`src/rtl/intercal_pkg.sv`:
```
// Shared definitions for the INTERCAL-style sequential ALU: operation codes,
// controller states and the operand-width legality check.
package intercal_pkg;

   // Operation codes as presented on the op port. Codes 5..7 are illegal
   // and still go through a one-cycle busy phase before flagging err.
   typedef enum logic [2:0] {
      OP_MINGLE = 3'd0,
      OP_SELECT = 3'd1,
      OP_AND    = 3'd2,
      OP_OR     = 3'd3,
      OP_XOR    = 3'd4
   } op_e;

   // Controller states; the encoding is also what the debug state port shows.
   typedef enum logic [1:0] {
      ST_IDLE = 2'd0,
      ST_BUSY = 2'd1,
      ST_DONE = 2'd2
   } state_e;

   // Highest op code that names a real operation.
   localparam logic [2:0] OP_LAST_LEGAL = 3'd4;

   // Operand widths the datapath is built for (whole bytes, power of two).
   function automatic bit width_is_legal(input int w);
      return (w == 16) || (w == 32) || (w == 64);
   endfunction

   // True when an op code selects one of the five real operations.
   function automatic logic op_is_legal(input logic [2:0] op);
      return op <= OP_LAST_LEGAL;
   endfunction

endpackage

```
`src/rtl/intercal_select_serial.sv`:
```
// Bit-serial SELECT engine. Walks one operand bit per cycle and packs the
// A bits whose B bit is set towards the LSB of the result.
module intercal_select_serial
   import intercal_pkg::*;
#(
   parameter int WIDTH = 32
) (
   input  logic             clk,
   input  logic             rst,
   input  logic             clear_i,   // start of a new operation
   input  logic             step_i,    // process one bit this cycle
   input  logic [WIDTH-1:0] a_i,
   input  logic [WIDTH-1:0] b_i,
   output logic             last_o,    // this step handles bit WIDTH-1
   output logic [WIDTH-1:0] result_o   // packed value including this step
);

   localparam int CW = $clog2(WIDTH);

   // cnt is the bit being scanned, k the next free result bit. k needs one
   // extra bit so that a fully-set B can count all the way to WIDTH.
   logic [CW-1:0]    cnt_q, cnt_d;
   logic [CW:0]      k_q, k_d;
   logic [WIDTH-1:0] pack_q, pack_d;

   // Next-state for one scan step; clear wins so a fresh op never inherits
   // bits from the previous one.
   always_comb begin
      cnt_d  = cnt_q;
      k_d    = k_q;
      pack_d = pack_q;
      if (clear_i) begin
         cnt_d  = '0;
         k_d    = '0;
         pack_d = '0;
      end else if (step_i) begin
         if (b_i[cnt_q]) begin
            pack_d[k_q[CW-1:0]] = a_i[cnt_q];
            k_d                 = k_q + (CW+1)'(1);
         end
         cnt_d = cnt_q + CW'(1);
      end
   end

   // The final step's bit must land in the same edge that the controller
   // captures the result, so the packed value is exported pre-register.
   assign last_o   = step_i && (cnt_q == CW'(WIDTH - 1));
   assign result_o = pack_d;

   // Scan state registers; reset clears any partially packed result.
   always_ff @(posedge clk or posedge rst) begin
      if (rst) begin
         cnt_q  <= '0;
         k_q    <= '0;
         pack_q <= '0;
      end else begin
         cnt_q  <= cnt_d;
         k_q    <= k_d;
         pack_q <= pack_d;
      end
   end

endmodule

```
`src/rtl/intercal_seq_alu.sv`:
```
// INTERCAL-flavoured sequential ALU: byte-loaded operands A/B, a controller
// that runs MINGLE / SELECT / unary AND-OR-XOR, and a byte-addressed result.
//
// Handshake: start is a one-cycle request. It is accepted on a rising edge
// only while busy is low (IDLE or DONE); the accept edge raises busy and
// drops done. busy stays high for the whole operation, and done rises on the
// edge that lowers busy, holding until the next accepted start or any ld_en.
// busy and done are never high together. Requests made while busy are lost.
module intercal_seq_alu
   import intercal_pkg::*;
#(
   parameter  int WIDTH = 32,
   localparam int BYTES = WIDTH / 8
) (
   input  logic                         clk,
   input  logic                         rst,
   input  logic                         ld_en,
   input  logic [$clog2(2*BYTES)-1:0]   ld_sel,
   input  logic [7:0]                   ld_data,
   input  logic [2:0]                   op,
   input  logic                         start,
   output logic                         busy,
   output logic                         done,
   output logic                         err,
   input  logic [$clog2(BYTES)-1:0]     rd_sel,
   output logic [7:0]                   rd_data,
   output logic [1:0]                   dbg_state_o
);

   localparam int LSW = $clog2(2 * BYTES);
   localparam int RSW = $clog2(BYTES);

   if (!width_is_legal(WIDTH)) begin : g_bad_width
      $error("intercal_seq_alu: WIDTH must be 16, 32 or 64");
   end

   // Controller state and registered status outputs.
   state_e           state_q;
   logic             busy_q;
   logic             done_q;
   logic             err_q;

   // User-visible operands and the snapshot the running op works on.
   logic [WIDTH-1:0] a_q, b_q;
   logic [WIDTH-1:0] wa_q, wb_q;
   logic [2:0]       op_q;
   logic [WIDTH-1:0] res_q;

   logic             accept;
   logic             load_ok;
   logic             ld_is_b;
   logic [RSW+2:0]   ld_bit;
   logic [WIDTH-1:0] rot;
   logic [WIDTH-1:0] quick_res;
   logic             sel_step;
   logic             sel_last;
   logic [WIDTH-1:0] sel_result;

   // A request only counts outside BUSY; loads are dropped during BUSY too.
   assign accept  = start && (state_q != ST_BUSY);
   assign load_ok = ld_en && (state_q != ST_BUSY);
   assign ld_is_b = ld_sel[LSW-1];
   assign ld_bit  = {ld_sel[RSW-1:0], 3'b000};

   // Operand byte loads. A load in the accept cycle commits here while the
   // snapshot below still takes the pre-edge operand value.
   always_ff @(posedge clk or posedge rst) begin
      if (rst) begin
         a_q <= '0;
         b_q <= '0;
      end else if (load_ok) begin
         if (ld_is_b) begin
            b_q[ld_bit +: 8] <= ld_data;
         end else begin
            a_q[ld_bit +: 8] <= ld_data;
         end
      end
   end

   // Single-cycle operations evaluated from the snapshot registers.
   always_comb begin
      quick_res = '0;
      rot       = {wa_q[0], wa_q[WIDTH-1:1]};
      case (op_q)
         OP_MINGLE: begin
            for (int i = 0; i < WIDTH / 2; i++) begin
               quick_res[2*i+1] = wa_q[i];
               quick_res[2*i]   = wb_q[i];
            end
         end
         OP_AND:  quick_res = wa_q & rot;
         OP_OR:   quick_res = wa_q | rot;
         OP_XOR:  quick_res = wa_q ^ rot;
         default: quick_res = '0;
      endcase
   end

   assign sel_step = (state_q == ST_BUSY) && (op_q == OP_SELECT);

   intercal_select_serial #(
      .WIDTH (WIDTH)
   ) u_select (
      .clk      (clk),
      .rst      (rst),
      .clear_i  (accept),
      .step_i   (sel_step),
      .a_i      (wa_q),
      .b_i      (wb_q),
      .last_o   (sel_last),
      .result_o (sel_result)
   );

   // Controller: accepts requests, sequences BUSY and writes the result
   // register only on the BUSY->DONE edge so rd_data is stable while busy.
   always_ff @(posedge clk or posedge rst) begin
      if (rst) begin
         state_q <= ST_IDLE;
         busy_q  <= 1'b0;
         done_q  <= 1'b0;
         err_q   <= 1'b0;
         op_q    <= '0;
         wa_q    <= '0;
         wb_q    <= '0;
         res_q   <= '0;
      end else begin
         case (state_q)
            ST_IDLE, ST_DONE: begin
               if (accept) begin
                  state_q <= ST_BUSY;
                  busy_q  <= 1'b1;
                  done_q  <= 1'b0;
                  op_q    <= op;
                  wa_q    <= a_q;
                  wb_q    <= b_q;
                  if (op_is_legal(op)) begin
                     err_q <= 1'b0;
                  end
               end else if (ld_en) begin
                  state_q <= ST_IDLE;
                  done_q  <= 1'b0;
               end
            end
            ST_BUSY: begin
               if (op_q == OP_SELECT) begin
                  if (sel_last) begin
                     state_q <= ST_DONE;
                     busy_q  <= 1'b0;
                     done_q  <= 1'b1;
                     res_q   <= sel_result;
                  end
               end else begin
                  // Illegal codes fall through quick_res as zero.
                  state_q <= ST_DONE;
                  busy_q  <= 1'b0;
                  done_q  <= 1'b1;
                  err_q   <= !op_is_legal(op_q);
                  res_q   <= quick_res;
               end
            end
            default: begin
               state_q <= ST_IDLE;
               busy_q  <= 1'b0;
               done_q  <= 1'b0;
            end
         endcase
      end
   end

   // Result byte view. Lanes past the last byte read as zero; with the legal
   // widths every rd_sel code maps to a real byte.
   logic [7:0] res_bytes [0:(1<<RSW)-1];

   for (genvar g = 0; g < (1 << RSW); g++) begin : g_rd
      if (g < BYTES) begin : g_lane
         assign res_bytes[g] = res_q[8*g +: 8];
      end else begin : g_pad
         assign res_bytes[g] = 8'h00;
      end
   end

   assign rd_data     = res_bytes[rd_sel];
   assign busy        = busy_q;
   assign done        = done_q;
   assign err         = err_q;
   assign dbg_state_o = state_q;

endmodule

```
`config.mk`:
```
export PLATFORM = sky130hd
export DESIGN_NAME = intercal_seq_alu
export DESIGN_NICKNAME = d
export VERILOG_FILES = /design/src/rtl/intercal_pkg.sv /design/src/rtl/intercal_select_serial.sv /design/src/rtl/intercal_seq_alu.sv
export SDC_FILE = /design/constraint.sdc
export NUM_CORES = 1
export LEC_CHECK = 0
export CAP_MARGIN = 10
export CELL_PAD_IN_SITES_DETAIL_PLACEMENT = 0
export CELL_PAD_IN_SITES_GLOBAL_PLACEMENT = 1
export CORE_MARGIN = 4
export CORE_UTILIZATION = 42
export DETAILED_ROUTE_END_ITERATION = 10
export GPL_ROUTABILITY_DRIVEN = 0
export GPL_TIMING_DRIVEN = 1
export PLACE_DENSITY_LB_ADDON = 0.1
export REMOVE_ABC_BUFFERS = 1
export SYNTH_ARGS = -nofsm -noshare
export SYNTH_HDL_FRONTEND = slang
export SYNTH_HIERARCHICAL = 1
export SYNTH_SLANG_ARGS = --single-unit
```
`constraint.sdc`:
```
create_clock -name clk -period 6.65 [get_ports clk]
set_input_delay 0.9975 -clock clk [delete_from_list [all_inputs] [get_ports clk]]
set_output_delay 0.9975 -clock clk [all_outputs]
set_load 0.01 [all_outputs]
```
==> results of run 1 <==
==> critical path, delay by kind of cell <==
kind / cells / cell delay, ns
buffers and inverters: 2 / 1.32
multiplexers: 1 / 0.58
==> synth_stat cells, drive strengths merged (3+ instances only) <==
master  number  share of area
a32oi        4         0.0031
nor3b        6         0.0039
nor2        19         0.0069
nor3         5         0.0032
buf         52          0.031
o21ai       68          0.030
xnor2        3         0.0023
nand2       58          0.022
o22a        30          0.023
o22ai       30          0.016
ha          75          0.082
nand2b      36          0.020
nand3       26          0.012
and2        25          0.014
dfrtp      209           0.46
and3        12         0.0065
nor2b        7         0.0045
mux2i       73          0.064
a22oi       30          0.020
o221ai       4         0.0031
mux4        20          0.040
inv         40          0.013
mux2       101          0.099
a21oi        7         0.0034
clkbuf      20         0.0065
==> routing by layer <==
metal | vias to the layer above | share of wire
met2 | 150 | 0.45
met3 | 39 | 0.036
met4 | 0 | 0.024
met1 | 3908 | 0.49
met5 | - | 0
li1 | 3540 | -
==> cell families after synthesis <==
group | after synthesis
compound gates | 182
mux | 194
flops | 209
simple gates | 204
fa+ha+maj | 75
buf+inv | 112
xor+xnor | 5
==> path summary, 6_finish.rpt <==
path | end | slack [ns] | start | depth (start not counted)
max reg2reg | res_q[5] | 3.00 | op_q[0] | 10
max | rd_data[6] | 2.76 | rd_sel[0] | 3
min reg2reg | wa_q[24] | 0.47 | a_q[24] | 2
max in group asynchronous | a_q[23] | 4.42 | rst | 3
min in group asynchronous | op_q[0] | 0.95 | rst | 2
min | wa_q[24] | 0.47 | a_q[24] | 2
==> sequential cells by signal (all words and copies together), names as in the netlist <==
register         cells
a_q                 32
b_q                 32
res_q               32
u_select/pack_q     32
wa_q                32
wb_q                32
u_select/cnt_q       5
u_select/k_q         5
op_q                 3
dbg_state_o          2
busy                 1
err                  1
==> power breakdown <==
group	switching [uW]	internal (uW)	total (uW)	leakage, uW
sequential	225	1470	1700	0.00281
clock	576	989	1570	0.000471
combinational	405	400	805	0.00271
==> layout by cell type (no fill, tap or decap), types with 3 or more instances in the layout <==
master	instances
and2_1	25
nor3b_1	6
clkinv_2	3
dfrtp_1	208
nand2_2	6
mux2_2	93
nand3_1	24
mux2i_1	73
a21oi_1	6
nor2_1	18
xnor2_1	3
nand2_1	50
a32oi_1	4
o21ai_0	48
o22ai_1	30
clkbuf_16	26
clkbuf_8	7
nor3_1	4
o221ai_1	4
and3_1	12
ha_1	75
a22oi_1	30
nand2b_1	35
o21ai_1	20
o22a_1	30
clkdlybuf4s50_1	32
bufinv_16	5
mux2_1	8
mux4_2	18
inv_1	38
nor2b_1	5
buf_4	13
==> through the flow <==
stage / instances / area, um2 / utilization / total power [uW] / hold slack, ns
2_1_floorplan: 909 / 11000 / - / 2160 / 0.444
3_3_place_gp: 1296 / 11900 / 0.444 / 2520 / 0.459
3_5_place_dp: 1296 / 11900 / 0.444 / 2540 / 0.465
4_1_cts: 1341 / 12900 / 0.479 / 4110 / 0.475
5_1_grt: 1341 / 12900 / 0.479 / 4260 / 0.497
6_report: 1341 / 12900 / 0.479 / 4070 / 0.470
==> area by class of cell <==
cell class                 count  area [um2]
clock buffer                  35         754
clock inverter                10         204
fill                        2499       14000
inverter                      40         155
multi-input combinational    660        5670
sequential                   209        5230
tap                          341         427
timing repair buffer          46         438
==> flow_summary.yaml, run 1 <==
setup_path:
  start_kind: "primary input"
  crit_required_ns: 5.65
  worstSetupPathType: "in -> out"
  crit_top_cell: "clkdlybuf4s50_1"
  worst_ep_arrival_time_ns: 2.89
  slowest_delay_ns: 0.81
  cp_max_fo: 8
  endpoint_kind: "output port"
  cpMaxStageDelayCell: "clkdlybuf4s50_1"
  worstPathCellList: "clkdlybuf4s50_1 > mux4_2 > clkdlybuf4s50_1"
place:
  pre_cts_ws_ns: 2.74
  portBuffers: 32
  hpwlAfterDp_mm: 22.2
synthesis:
  avgSynthCellArea_um2: 11.7
  synth_xor_area_frac: 0.00382
  synth-edff-count: 0
  synth_top_family_by_area: "multiplexers"
  async_reset_ff_frac: 1.00
  synth-simple-area-share: 0.0990
  yosys_warnings: 6
  synth_area_um2: 11500
  syn_inst: 981
  ys_ff_latch: 209
  synth_compound_area_frac: 0.106
  synthAdderAreaFrac: 0.0819
  synth-seq-area-share: 0.456
  synth_mux_area_frac: 0.203
  synth_cell_type_count: 57
  synth_flop_cell: "dfrtp_1"
cts:
  root_buffer: "clkbuf_16"
  ctsHoldBuffers: 0
  cts.sinks: 209
  path_clk_slew_ns: 0.06
  cts_resized: 0
  htree_num_levels: 1
  cts_made_buffers: 26
  post_cts_buffers: 0
  cts_tree: "built"
  clk-insertion-delay-late_ns: 0.54
  cts_max_path_buffers: 3
drt:
  drc_errors: 0
  drtAntennaViolNets: 0
  drt_wl_total_mm: 31.7
  dr_total_vias: 7637
  drtIter0Drc: 530
  viasPerCell: 5.70
  drt_pre_antenna_iters: 5
  wl_per_cell_um: 23.6
die:
  core-area_um2: 26900
  die_width_um: 173
  dieArea_um2: 30000
  start_util: 0.427
  pin_count: 33
  rows: 60
  fp.dieH_um: 173
hold_path:
  hp-class: "reg -> reg"
timing:
  maxSlewHeadroom: 0.342
  fin_skew_ns: 0.0152
  fmax_mhz: 257
  slew_violations: 0
  worstMarginPinSlew_ns: 0.985
  finalSetupViolations: 0
  final.setup.tns_ns: 0
  rsz0062_at_grt: "no"
  postLayoutSetupSlackWorst_ns: 2.76
  finalHoldViolations: 0
  period_share: 0.585
  fin_crit_ns: 3.89
power:
  power_leakage_uw: 0.00598
  power_density_nw_per_um2: 316
  max-vdd-ir-drop_uv: 181
global_route:
  met2_usage: 0.324
  grt_use_total: 0.213
  grt_pass1_vias: 7807
  grt_use_met3: 0.0262
  top_usage_layer: "met1"
  grt_max_degree: 102
  grt_pass1_wl_mm: 50.4
  met1_usage: 0.328
  gr-total-overflow: 0
  antenna_found_initial: 0
finish:
  drive_gt1_frac: 0.189
  final_nets: 1078
  antenna_cells: 0
  area_growth_pct: 12.4
job:
  cap_violations: 0
run_status:
  status: "complete, no violations"
No activity file was read; power rests on OpenSTA's default activity.
==> run 2: changes to the inputs <==
Clock period 6.65 ns to 3.65 ns, I/O delays scaled along.
==> run 2 against run 1 <==
Register-to-register slack lost 2.5 ns. Sequential cell count is the same. Die area is the same. Wire length grew 2.1%. Critical path depth grew 6. Count of clock-buffer cells in the layout grew 4. Critical endpoint is now res_q[30]. Design area shrank 0.52%. Combinational power grew 88%. Worst setup slack lost 2.2 ns. Total power grew 74%. Sequential power grew 81%.
==> flow_summary.yaml, run 2 (synthesis gave the netlist of run 1 again) <==
run_status:
  status: "complete, no violations"
cts:
  root_buffer: "clkbuf_16"
  cts.sinks: 209
  post_cts_buffers: 0
  htree_num_levels: 1
  path_clk_slew_ns: 0.06
  cts_made_buffers: 25
  cts_max_path_buffers: 3
  clk-insertion-delay-late_ns: 0.54
  cts_resized: 0
  ctsHoldBuffers: 0
  cts_tree: "built"
setup_path:
  cp_max_fo: 26
  worstSetupPathType: "reg -> reg"
  start_kind: "flop"
  endpoint_kind: "flop"
  r2r-end: "res_q[30]"
  reg2reg_from: "u_select/cnt_q[1]"
  rrSetupSlack_ns: 0.53
  crit_required_ns: 4.11
  r2r_cells: 9
  worst_ep_arrival_time_ns: 3.58
timing:
  period_share: 0.855
  maxSlewHeadroom: 0.267
  rsz0062_at_grt: "no"
  finalHoldViolations: 0
  worstMarginPinSlew_ns: 1.09
  finalSetupViolations: 0
  fin_skew_ns: 0.00830
  fin_crit_ns: 3.12
  slew_violations: 0
  fmax_mhz: 320
finish:
  final_common_cell: "dfrtp_1"
  regArea_um2: 5230
  drive_gt1_frac: 0.188
  area_growth_pct: 11.8
  final_cell_mix: "208 x dfrtp_1, 93 x mux2_2, 75 x ha_1"
  multi_input_area_um2: 5670
  antenna_cells: 0
  fin_area_um2: 12800
  n_fill_cell: 2478
  final_nets: 1082
die:
  fp.dieH_um: 173
  dieArea_um2: 30000
  rows: 60
  die_width_um: 173
  core-area_um2: 26900
  start_util: 0.427
  pin_count: 33
drt:
  drt_pre_antenna_iters: 5
  viasPerCell: 5.62
  drc_errors: 0
  drtIter0Drc: 608
  dr_total_vias: 7553
  wl_per_cell_um: 24.1
  drt_wl_total_mm: 32.3
  drtAntennaViolNets: 0
global_route:
  grt_max_degree: 96
  grt_pass1_wl_mm: 49.8
  gr-total-overflow: 0
  antenna_found_initial: 0
  grt_use_total: 0.214
  grt_pass1_vias: 7608
place:
  portBuffers: 32
  dpl_cell_area_um2: 12000
  hpwlAfterDp_mm: 22.6
power:
  power_leakage_uw: 0.00595
  max-vdd-ir-drop_uv: 325
  power_density_nw_per_um2: 553
  finalPower_uw: 7090
hold_path:
  hp-class: "reg -> reg"
  holdPathStages: 2
  hold_end: "wa_q[3]"
  worstHoldStart: "a_q[3]"
job:
  cap_violations: 0
-- run 2: cell count changes in the layout (fill, tap and decap cells not counted), sizes merged --
cell	delta
clkinv	-2
bufinv	-4
buf	+5
clkbuf	+4
-- run 2: layer usage --
layer / up-vias / track usage / part of all wire
met5: - / 0 / 0
met4: 0 / 0.0476 / 0.024
met3: 43 / 0.0236 / 0.033
met2: 129 / 0.327 / 0.45
met1: 3843 / 0.329 / 0.50
li1: 3538 / - / -
-- run 2: power by group --
group	switching, uW	total, uW	internal (uW)
Combinational	768	1510	743
Clock	993	2500	1510
Sequential	385	3070	2690
-- run 2: cell type report --
| cell class | count | area share |
|---|---|---|
| well taps | 341 | 0.0333 |
| repair buffers | 51 | 0.0391 |
| clock inverters | 4 | 0.00469 |
| inverters | 40 | 0.0121 |
| multi-input cells | 660 | 0.443 |
| flip-flops and latches | 209 | 0.408 |
| clock buffers | 39 | 0.0600 |
-- run 2: worst max path at each step --
| stage | cells past startpoint | from | endpoint | slack (ns) |
|---|---|---|---|---|
| after floorplan | 1 | rst | a_q[0] | -1.42 |
| after global placement | 9 | u_select/cnt_q[1] | res_q[28] | 0.56 |
| after detailed placement | 10 | u_select/cnt_q[0] | res_q[30] | 0.55 |
| after CTS | 10 | u_select/cnt_q[0] | res_q[30] | 0.51 |
| after global routing | 9 | u_select/cnt_q[1] | res_q[26] | 0.31 |
| final | 9 | u_select/cnt_q[1] | res_q[30] | 0.53 |
-- run 2: critical path, stage by stage (launching register included) --
cell      delay (ns)
dfrtp_1         0.54
or3b_1          0.51
o221ai_1        0.29
o31ai_2         0.19
nor2_4          0.59
nand3_1         0.20
mux2i_1         0.28
nor2b_1         0.18
a32oi_1         0.07
a31oi_1         0.20
-- run 2: through the flow --
step	instances	utilization	hold slack [ns]	worst slack [ns]	TNS [ns]
after CTS	1344	0.477	0.490	0.515	0
after global placement	1301	0.446	0.468	0.561	0
after detailed placement	1301	0.446	0.475	0.546	0
final	1344	0.477	0.486	0.530	0
after global routing	1344	0.477	0.498	0.307	0
after floorplan	909	-	0.444	-1.42	-309.62
